## src/rtl/alu32_logic_seq.sv

```systemverilog
// alu32_logic_seq: issues one logic op to the gate-level unit bank and captures its result.
// Latency: Out_Valid rises SETTLE edges after accept; minimum issue interval is SETTLE+2 cycles.
// Backpressure: result is held in HOLD until Out_Ready; In_Ready is low whenever the sequencer is busy.
module alu32_logic_seq #(
    parameter int WIDTH  = 32,
    parameter int SETTLE = 2    // legal range 1..15
) (
    input  logic             Clk,
    input  logic             Rst,
    input  logic             In_Valid,
    output logic             In_Ready,
    input  logic [1:0]       In_Op,
    input  logic [WIDTH-1:0] In_A,
    input  logic [WIDTH-1:0] In_B,
    output logic [WIDTH-1:0] Unit_In1,
    output logic [WIDTH-1:0] Unit_In2,
    output logic [3:0]       Unit_En,
    input  logic [WIDTH-1:0] Unit_Res,
    output logic             Out_Valid,
    input  logic             Out_Ready,
    output logic [WIDTH-1:0] Out_Res,
    output logic             Out_Zero,
    output logic             Busy
);

    typedef enum logic [1:0] {
        IDLE  = 2'd0,
        ISSUE = 2'd1,
        HOLD  = 2'd2
    } state_t;

    // Counter value seen on the capture edge; the counter restarts at 0 on accept.
    localparam logic [3:0] CNT_LAST = 4'(SETTLE - 1);

    state_t     state;
    state_t     state_nxt;
    logic [3:0] cnt;
    logic       accept;
    logic       capture;

    // State register; reset returns to IDLE without waiting for a clock edge.
    always_ff @(posedge Clk or posedge Rst) begin
        if (Rst) begin
            state <= IDLE;
        end else begin
            state <= state_nxt;
        end
    end

    // Next-state and handshake outputs, all decoded from the current state.
    always_comb begin
        state_nxt = state;
        In_Ready  = 1'b0;
        Out_Valid = 1'b0;
        Busy      = 1'b1;
        accept    = 1'b0;
        capture   = 1'b0;
        case (state)
            IDLE: begin
                In_Ready = 1'b1;
                Busy     = 1'b0;
                if (In_Valid) begin
                    accept    = 1'b1;
                    state_nxt = ISSUE;
                end
            end
            ISSUE: begin
                if (cnt == CNT_LAST) begin
                    capture   = 1'b1;
                    state_nxt = HOLD;
                end
            end
            HOLD: begin
                Out_Valid = 1'b1;
                if (Out_Ready) begin
                    state_nxt = IDLE;
                end
            end
            default: begin
                state_nxt = IDLE;
            end
        endcase
    end

    // Operand buses, one-hot enable and settle counter; operands persist until the next accept.
    always_ff @(posedge Clk or posedge Rst) begin
        if (Rst) begin
            Unit_In1 <= '0;
            Unit_In2 <= '0;
            Unit_En  <= '0;
            cnt      <= '0;
        end else if (accept) begin
            Unit_In1 <= In_A;
            Unit_In2 <= In_B;
            Unit_En  <= 4'b0001 << In_Op;
            cnt      <= '0;
        end else if (capture) begin
            Unit_En  <= '0;
        end else if (state == ISSUE) begin
            cnt      <= cnt + 4'd1;
        end
    end

    // Result capture; the unit bank already produces the final value, only the zero flag is derived.
    always_ff @(posedge Clk or posedge Rst) begin
        if (Rst) begin
            Out_Res  <= '0;
            Out_Zero <= 1'b1;
        end else if (capture) begin
            Out_Res  <= Unit_Res;
            Out_Zero <= ~|Unit_Res;
        end
    end

endmodule

```

## config.mk

```make
export PLATFORM = sky130hd
export DESIGN_NAME = alu32_logic_seq
export DESIGN_NICKNAME = d
export VERILOG_FILES = /design/src/rtl/alu32_logic_seq.sv
export SDC_FILE = /design/constraint.sdc
export NUM_CORES = 1
export LEC_CHECK = 0
export CAP_MARGIN = 20
export CORE_MARGIN = 2
export CORE_UTILIZATION = 30
export CTS_CLUSTER_SIZE = 30
export DETAILED_ROUTE_END_ITERATION = 8
export GPL_TIMING_DRIVEN = 0
export PLACE_DENSITY = 0.62
export SETUP_SLACK_MARGIN = 0.1
export SLEW_MARGIN = 15
export SYNTH_ARGS = -nofsm -noshare
export SYNTH_HDL_FRONTEND = slang
export SYNTH_SLANG_ARGS = --single-unit
```

## constraint.sdc

```tcl
create_clock -name Clk -period 11 [get_ports Clk]
set_clock_uncertainty 0.2 [all_clocks]
set_input_delay 2.2 -clock Clk [delete_from_list [all_inputs] [get_ports Clk]]
set_output_delay 2.2 -clock Clk [all_outputs]
set_load 0.01 [all_outputs]
```

After elaboration in Yosys (flattened, before gate mapping)
Cells that the tools add are included.
{"block": "op_classes", "muxes": 16, "n_eq_ne": 7, "shift": 1, "addsub": 1, "n_reduce_logical": 7}
{"cell": "$reduce_or 32->1", "n": 1}
{"cell": "$mux 4", "n": 5}
{"cell": "$ne 2x2->1 const B", "n": 4}
{"cell": "$mux 1", "n": 7}
{"cell": "$mux 2", "n": 3}
{"cell": "$pmux 2 s3", "n": 1}
{"cell": "$add 4x1->4 const B", "n": 1}
{"cell": "$eq 4x1->1 const B", "n": 1}
{"cell": "$reduce_bool 2->1", "n": 2}
{"cell": "$shl 1x2->4 const A", "n": 1}
{"cell": "$reduce_and 3->1", "n": 1}
{"cell": "$eq 2x1->1 const B", "n": 1}
{"cell": "$eq 2x2->1 const B", "n": 1}
{"cell": "$logic_not 2->1", "n": 1}
{"cell": "$reduce_and 2->1", "n": 1}
{"cell": "$logic_not 1->1", "n": 1}
{"block": "totals", "register_bits": 107, "elab_cells": 39, "output_inout_bits": 104}

Logic depth before layout (Yosys ltp)
Gate-level depths: netlist (run 1).
{"block": "depth", "depth_word": 5, "depth_mapped": 6}

Worst setup path before layout (run 1)
Ideal clock, no wire load.
{"block": "synth_timing", "path_type": "input to register", "startpoint": "input In_Valid", "endpoint": "register cnt[1]", "stages": 5, "slack_ps": 7662, "t_arrival_ps": 3008, "setup_time_ps": 130, "cell_sequence": "or3b_1 buf_2 buf_2 o211ai_1 o21ai_0"}
{"block": "synth_between", "elab_chain_len": 4, "word_cells_on_any_way": 6}
{"item": "start: declaration", "line": "10", "rtl": "input logic In_Valid,"}
{"item": "$mux 1 (*)", "line": "62", "rtl": "if (In_Valid) begin"}
{"item": "$mux 1 (*)", "line": "58", "rtl": "case (state)"}
{"item": "$ne 2x2->1 (no source line) / $reduce_bool 2->1 (equally long branches)"}
{"item": "$reduce_and 2->1 (no source line)"}
{"item": "end signal: assignment", "line": "100", "rtl": "cnt <= cnt + 4'd1;"}
{"item": "end: declaration", "line": "37", "rtl": "logic [3:0] cnt;"}
Mark *: on every way between the ends. The rest lies on a longest branch, timed or not.
A chain may end at the register's enable or synchronous reset.

Final worst setup path (run 1)
{"block": "layout_timing", "startpoint": "register state[0]", "endpoint": "output In_Ready"}
{"block": "layout_between", "elab_chain_len": 2}
{"item": "start: declaration", "line": "35", "rtl": "state_t state;"}
{"item": "start signal: assignment", "line": "46", "rtl": "state <= state_nxt;"}
{"item": "$logic_not 2->1", "line": "58"}
{"item": "$mux 1", "line": "58"}
{"item": "end: declaration", "line": "11", "rtl": "output logic In_Ready,"}
Every way passes these cells.

==> run metrics, run 1 <==
RePlAce Congestion 0.7155; total CTS buffers 9; Post-synth top flop dfrtp_1; placed cell area 0.006516 mm²; ratio of cells with drive above 1 in the final layout 0.09295; r2r setup slk 8960 ps; Hold Buf Count CTS 0; vias in the first global route 3,709; vias 3,512; final setup fails 0; required time of the worst setup path 8600 ps; DRT antenna net count 0; CTS tree yes; Netlist cell types 30; via-per-instance ratio 4.368; Fin. Hold Viols 0; grt total ovfl 0; routed wire length 11.54 mm; worst hold path type reg -> reg; Tcrit/Tclk final 0.3680; Crit Path Max Fanout 6; max frequency 247.0 MHz; Clock Latency Late Sink 340 ps; height of the chip 122.4 µm; Clock transition at path regs 70 ps; Max Slew Vio Count 0; setup bufs post-CTS 0; first-pass GRT wire length 18.16 mm; initial antenna violation count 0; initial cell density of the core 0.3054; die area 0.01499 mm²; Critical Path Start state[0]; Place WS 6862 ps; Hold Slack 276.6 ps; RSZ-0062 raised after global routing false; I/O Pins 206; CP endpoint kind output port; Max-cap violations 0; reg2reg start cnt[1]; initial drt markers 132; Cell Pwr Density 282.3 mW/mm²; Lkg Pwr 3.112 nW; ant diodes 0; number of cells on the worst reg-to-reg path 6; Sink Count 107; Worst-Margin Slew 626.4 ps; Cell Rows 43; Max Buffers Root-to-Sink 2; crit path time final 4048 ps; Port Buf Inserts 205; Ys Warns 0; startpoint types flop; Max VDD drop 0.0001181 V; Rel. slew slack 0.5785; detailed placement HPWL 8.790 mm; CP arrival 1650 ps; Die X 122.4 µm; Synth Area per Inst 10.46 µm²; drt pass-1 iters 4; post-DR wirelength/cell 14.36 µm; Critical Path End In_Ready; FF-to-FF End Out_Res[21]; placed insts 788; core box area 0.01377 mm²; post-layout util 0.4951; synth-to-layout area growth 62.11%; CTS root buf clkbuf_16; Synth Register Bits 107; register area share after synthesis 0.6368; final worst slack 6952 ps; WS Path Type reg -> out; net count after synthesis 506; Syn Inst Count 402; final net count 723; Final Instance Area 0.006819 mm²; PostCTS Resize Cnt 0; gr usage total 0.1580; largest net degree at the start of global routing 56; post-synthesis cell area 0.004207 mm²; setup_tns 0 ps; Post-synth EDFFs 0; status finished, final reports clean; async set-reset flop share out of synthesis 1.000; Pwr Total 1.925 mW; Layout Cells excl Fill 804; H-tree depth 3; # DRC 0
## worst max-delay path: stages, from the launching register on
cell,delay (ps)
dfrtp_1,470
nor2_1,250
clkdlybuf4s50_1,580
## placed cells by master (no fill, tap or decap), types with 4 or more instances in the layout
cell / Yosys / routed
buf_2: 8 / 8
clkbuf_1: 9 / 10
clkbuf_16: 0 / 9
clkdlybuf4s50_1: 0 / 205
dfrtp_1: 106 / 106
inv_1: 5 / 4
mux2_1: 7 / 7
mux2_2: 25 / 25
nand2_1: 198 / 198
nor4_1: 8 / 8
o21ai_0: 9 / 9
## cell families (layout without fill, tap and decap cells)
family          after synthesis  after routing  synth area share
mux                          33             33           0.08804
simple gates                223            223            0.2231
compound gates               13             13           0.01933
fa+ha+maj                     2              2          0.005948
xor+xnor                      1              1          0.002082
buf+inv                      23            245           0.02469
flops                       107            107            0.6368
## synthesized netlist by cell type (all sizes together), types with 2 or more instances
master,number,area [µm²]
buf,9,51.30
clkbuf,9,33.78
dfrtp,106,2653
ha,2,25.02
inv,5,18.77
mux2,32,360.3
nand2,198,743.2
nand2b,2,20.02
nand3,3,15.01
nand3b,2,15.01
nand4,2,12.51
nor2,2,23.77
nor3b,2,25.02
nor4,8,50.05
o21ai,9,45.04
or3b,2,20.02
## area by class of cell
type,count,area [µm²]
clock buffers,11,242.7
flip-flops and latches,107,2679
repair buffers,206,2079
plain buffers,18,85.08
well taps,180,225.2
inverters,5,23.77
fillers,1329,6954
clock inverters,5,60.06
multi-input cells,272,1424
## registers in the layout, summed over array words and instances, names as in the netlist
register	count
Unit_En	4
Unit_In1	32
state	2
Out_Zero	1
Unit_In2	32
Out_Res	32
cnt	4
## power breakdown
part	switching (mW)	total, mW	internal, mW
clock network	0.146	0.331	0.184
registers	0.106	0.693	0.586
logic	0.399	0.902	0.502
## metal layers
layer | vias to the layer above | track usage | part of all wire
met5 | - | 0 | 0
met4 | 0 | 0.05675 | 0.017
met3 | 15 | 0.06645 | 0.10
met2 | 126 | 0.2503 | 0.47
met1 | 1650 | 0.1929 | 0.42
li1 | 1721 | - | -
## worst min path at each step
stage / startpoint / to / slack [ps] / depth (start not counted)
finish: Unit_In1[26] / Unit_In1[26] / 280 / 2
floorplan: Out_Zero / Out_Zero / 300 / 2
detailed placement: Unit_In1[1] / Unit_In1[1] / 260 / 2
CTS: Unit_In1[1] / Unit_In1[1] / 280 / 2
global route: Unit_In2[3] / Unit_In2[3] / 300 / 2
global placement: Unit_In1[27] / Unit_In1[27] / 260 / 2
(Power assumes the default switching activity.)
==> run 2: changes to the inputs <==
Clock period 11 ns to 4.1 ns, I/O delays scaled along.
==> results of run 2 <==
Same layout as run 1 (identical final DEF). Status: finished, final reports clean.
Among the figures that moved: setup slack after placement 6862 ps -> 1342 ps; setup slack after layout 6952 ps -> 1432 ps; register-to-register setup slack 8960 ps -> 2060 ps; total power 1.925 mW -> 5.164 mW; worst IR drop on VDD 0.0001181 V -> 0.0003167 V
==> run 3: changes to the inputs <==
Settings changed: PLACE_DENSITY 0.62 to 0.65.
Clock period 4.1 ns to 2.25 ns, I/O delays scaled along.
==> run 3 against run 2 <==
Compared with the run above:
- clock-buffer cell count is 1 higher
- utilization is 0.45 points higher
- sequential cell count stayed put
- wire length is 1.0% higher
- power is 80% higher
- critical path depth is 2 higher
- first-iteration DRC count is 20% lower
- die area stayed put
- final area is 0.92% higher
- largest power group unchanged
- highest routed layer unchanged
==> run metrics, run 3 (synthesized netlist as in run 1, its figures left out) <==
status finished, final reports clean; die area 0.01499 mm²; Cell Pwr Density 1354 mW/mm²; I/O Pins 206; CTS root buf clkbuf_16; gr usage total 0.1555; NetSw 3.159 mW; ant diodes 0; initial drt markers 106; CP arrival 1450 ps; Tcrit/Tclk final 0.9326; Max Buffers Root-to-Sink 2; largest net degree at the start of global routing 33; combinational share of power 0.481; register share of total power 0.365; DRT antenna net count 0; Pwr Total 9.320 mW; Sink Count 107; required time of the worst setup path 1600 ps; # DRC 0; Sw Share 0.3389; WS Path Type reg -> out; RSZ-0062 raised after global routing true; grt total ovfl 0; Layout Cells excl Fill 811; Lkg Pwr 3.166 nW; Max VDD drop 0.0005790 V; final net count 731; Max Slew Vio Count 0; Port Buf Inserts 205; final setup fails 0; core box area 0.01377 mm²; Die X 122.4 µm; Clock Latency Late Sink 340 ps; initial antenna violation count 0; Largest regs Out_Res x32, Unit_In1 x32, Unit_In2 x32; crit path time final 2098 ps; synth-to-layout area growth 63.59%; Pint 6.161 mW; most common cell after layout, fill and taps aside clkdlybuf4s50_1; ratio of cells with drive above 1 in the final layout 0.1062; CP endpoint kind output port; Max-cap violations 0; commonest cells after routing, fill and taps aside clkdlybuf4s50_1, nand2_1, dfrtp_1; RePlAce Congestion 0.7182; vias in the first global route 3,588; worst hold path type reg -> reg; Clock power frac 0.153; via-per-instance ratio 4.385; CTS tree yes; Cell Rows 43; height of the chip 122.4 µm; Fin. Hold Viols 0; startpoint types flop; Clock transition at path regs 70 ps; initial cell density of the core 0.3054; first-pass GRT wire length 18.08 mm; Crit Path Max Fanout 5; detailed placement HPWL 8.930 mm; post-DR wirelength/cell 14.37 µm; Rel. slew slack 0.6057; placed insts 790; vias 3,556; total CTS buffers 9; Worst-Margin Slew 590.2 ps; drt pass-1 iters 5; max frequency 476.6 MHz; routed wire length 11.66 mm; H-tree depth 3
run 3: area by class of cell:
cell class                      instances  area [µm²]
Inverter                                5       22.52
Fill cell                            1235        6892
Multi-Input combinational cell        272        1438
Clock inverter                          3       15.01
Timing Repair Buffer                  214        2168
Buffer                                 18       85.08
Sequential cell                       107        2681
Tap cell                              180       225.2
Clock buffer                           12       246.5
run 3: per-stage QoR:
stage               worst slack (ps)  setup TNS, ps  hold slack [ps]    util  area (µm²)
finish                         151.6              0            275.4  0.4996        6882
global route                   78.94              0            296.6  0.4996        6882
CTS                            74.29              0            277.1  0.4955        6824
detailed placement            -115.1          -2064            261.4  0.4759        6555
global placement              -769.4         -84190            257.4  0.4710        6487
floorplan                      313.3              0            295.2       -        4210
run 3: layer usage:
metal / GRT usage / up-vias / routed length, µm
met3: 0.04693 / 14 / 1093
li1: - / 1732 / -
met2: 0.2507 / 150 / 5482
met5: 0 / - / 0
met1: 0.1943 / 1660 / 4870
met4: 0.06466 / 0 / 211
run 3: final timing paths:
kind | from | slack, ps | to | depth (start not counted)
worst max-delay path | state[0] | 150 | Out_Valid | 4
worst min-delay path | Unit_In2[17] | 280 | Unit_In2[17] | 2
max in group asynchronous | Rst | 650 | Out_Zero | 4
worst min register to register | Unit_In2[17] | 280 | Unit_In2[17] | 2
worst max register to register | cnt[1] | 230 | Out_Res[20] | 6
min in group asynchronous | Rst | 340 | Unit_In1[25] | 2
run 3: power by group through the flow:
stage | Sequential [mW] | Clock, mW | Combinational (mW)
after floorplan | 3.80 | 0 | 1.55
after global routing | 3.51 | 1.56 | 4.93
after detailed placement | 3.42 | 0 | 4.48
final | 3.40 | 1.43 | 4.49
after global placement | 3.38 | 0 | 4.40
after CTS | 3.41 | 1.49 | 4.51
run 3: what timing repair did:
item                                    4_1_cts  5_1_grt
pin swaps                                     0        1
hold buffers                                  0        0
resized for setup                             4        4
setup buffers                                 0        6
endpoints found under the setup margin        3       21
cloned                                        0        0
run 3: worst max-delay path: stages, from the launching register on:
cell and delay, ps:
dfrtp_2 470, buf_4 160, nand2b_1 150, inv_1 60, dlygate4sd2_1 270
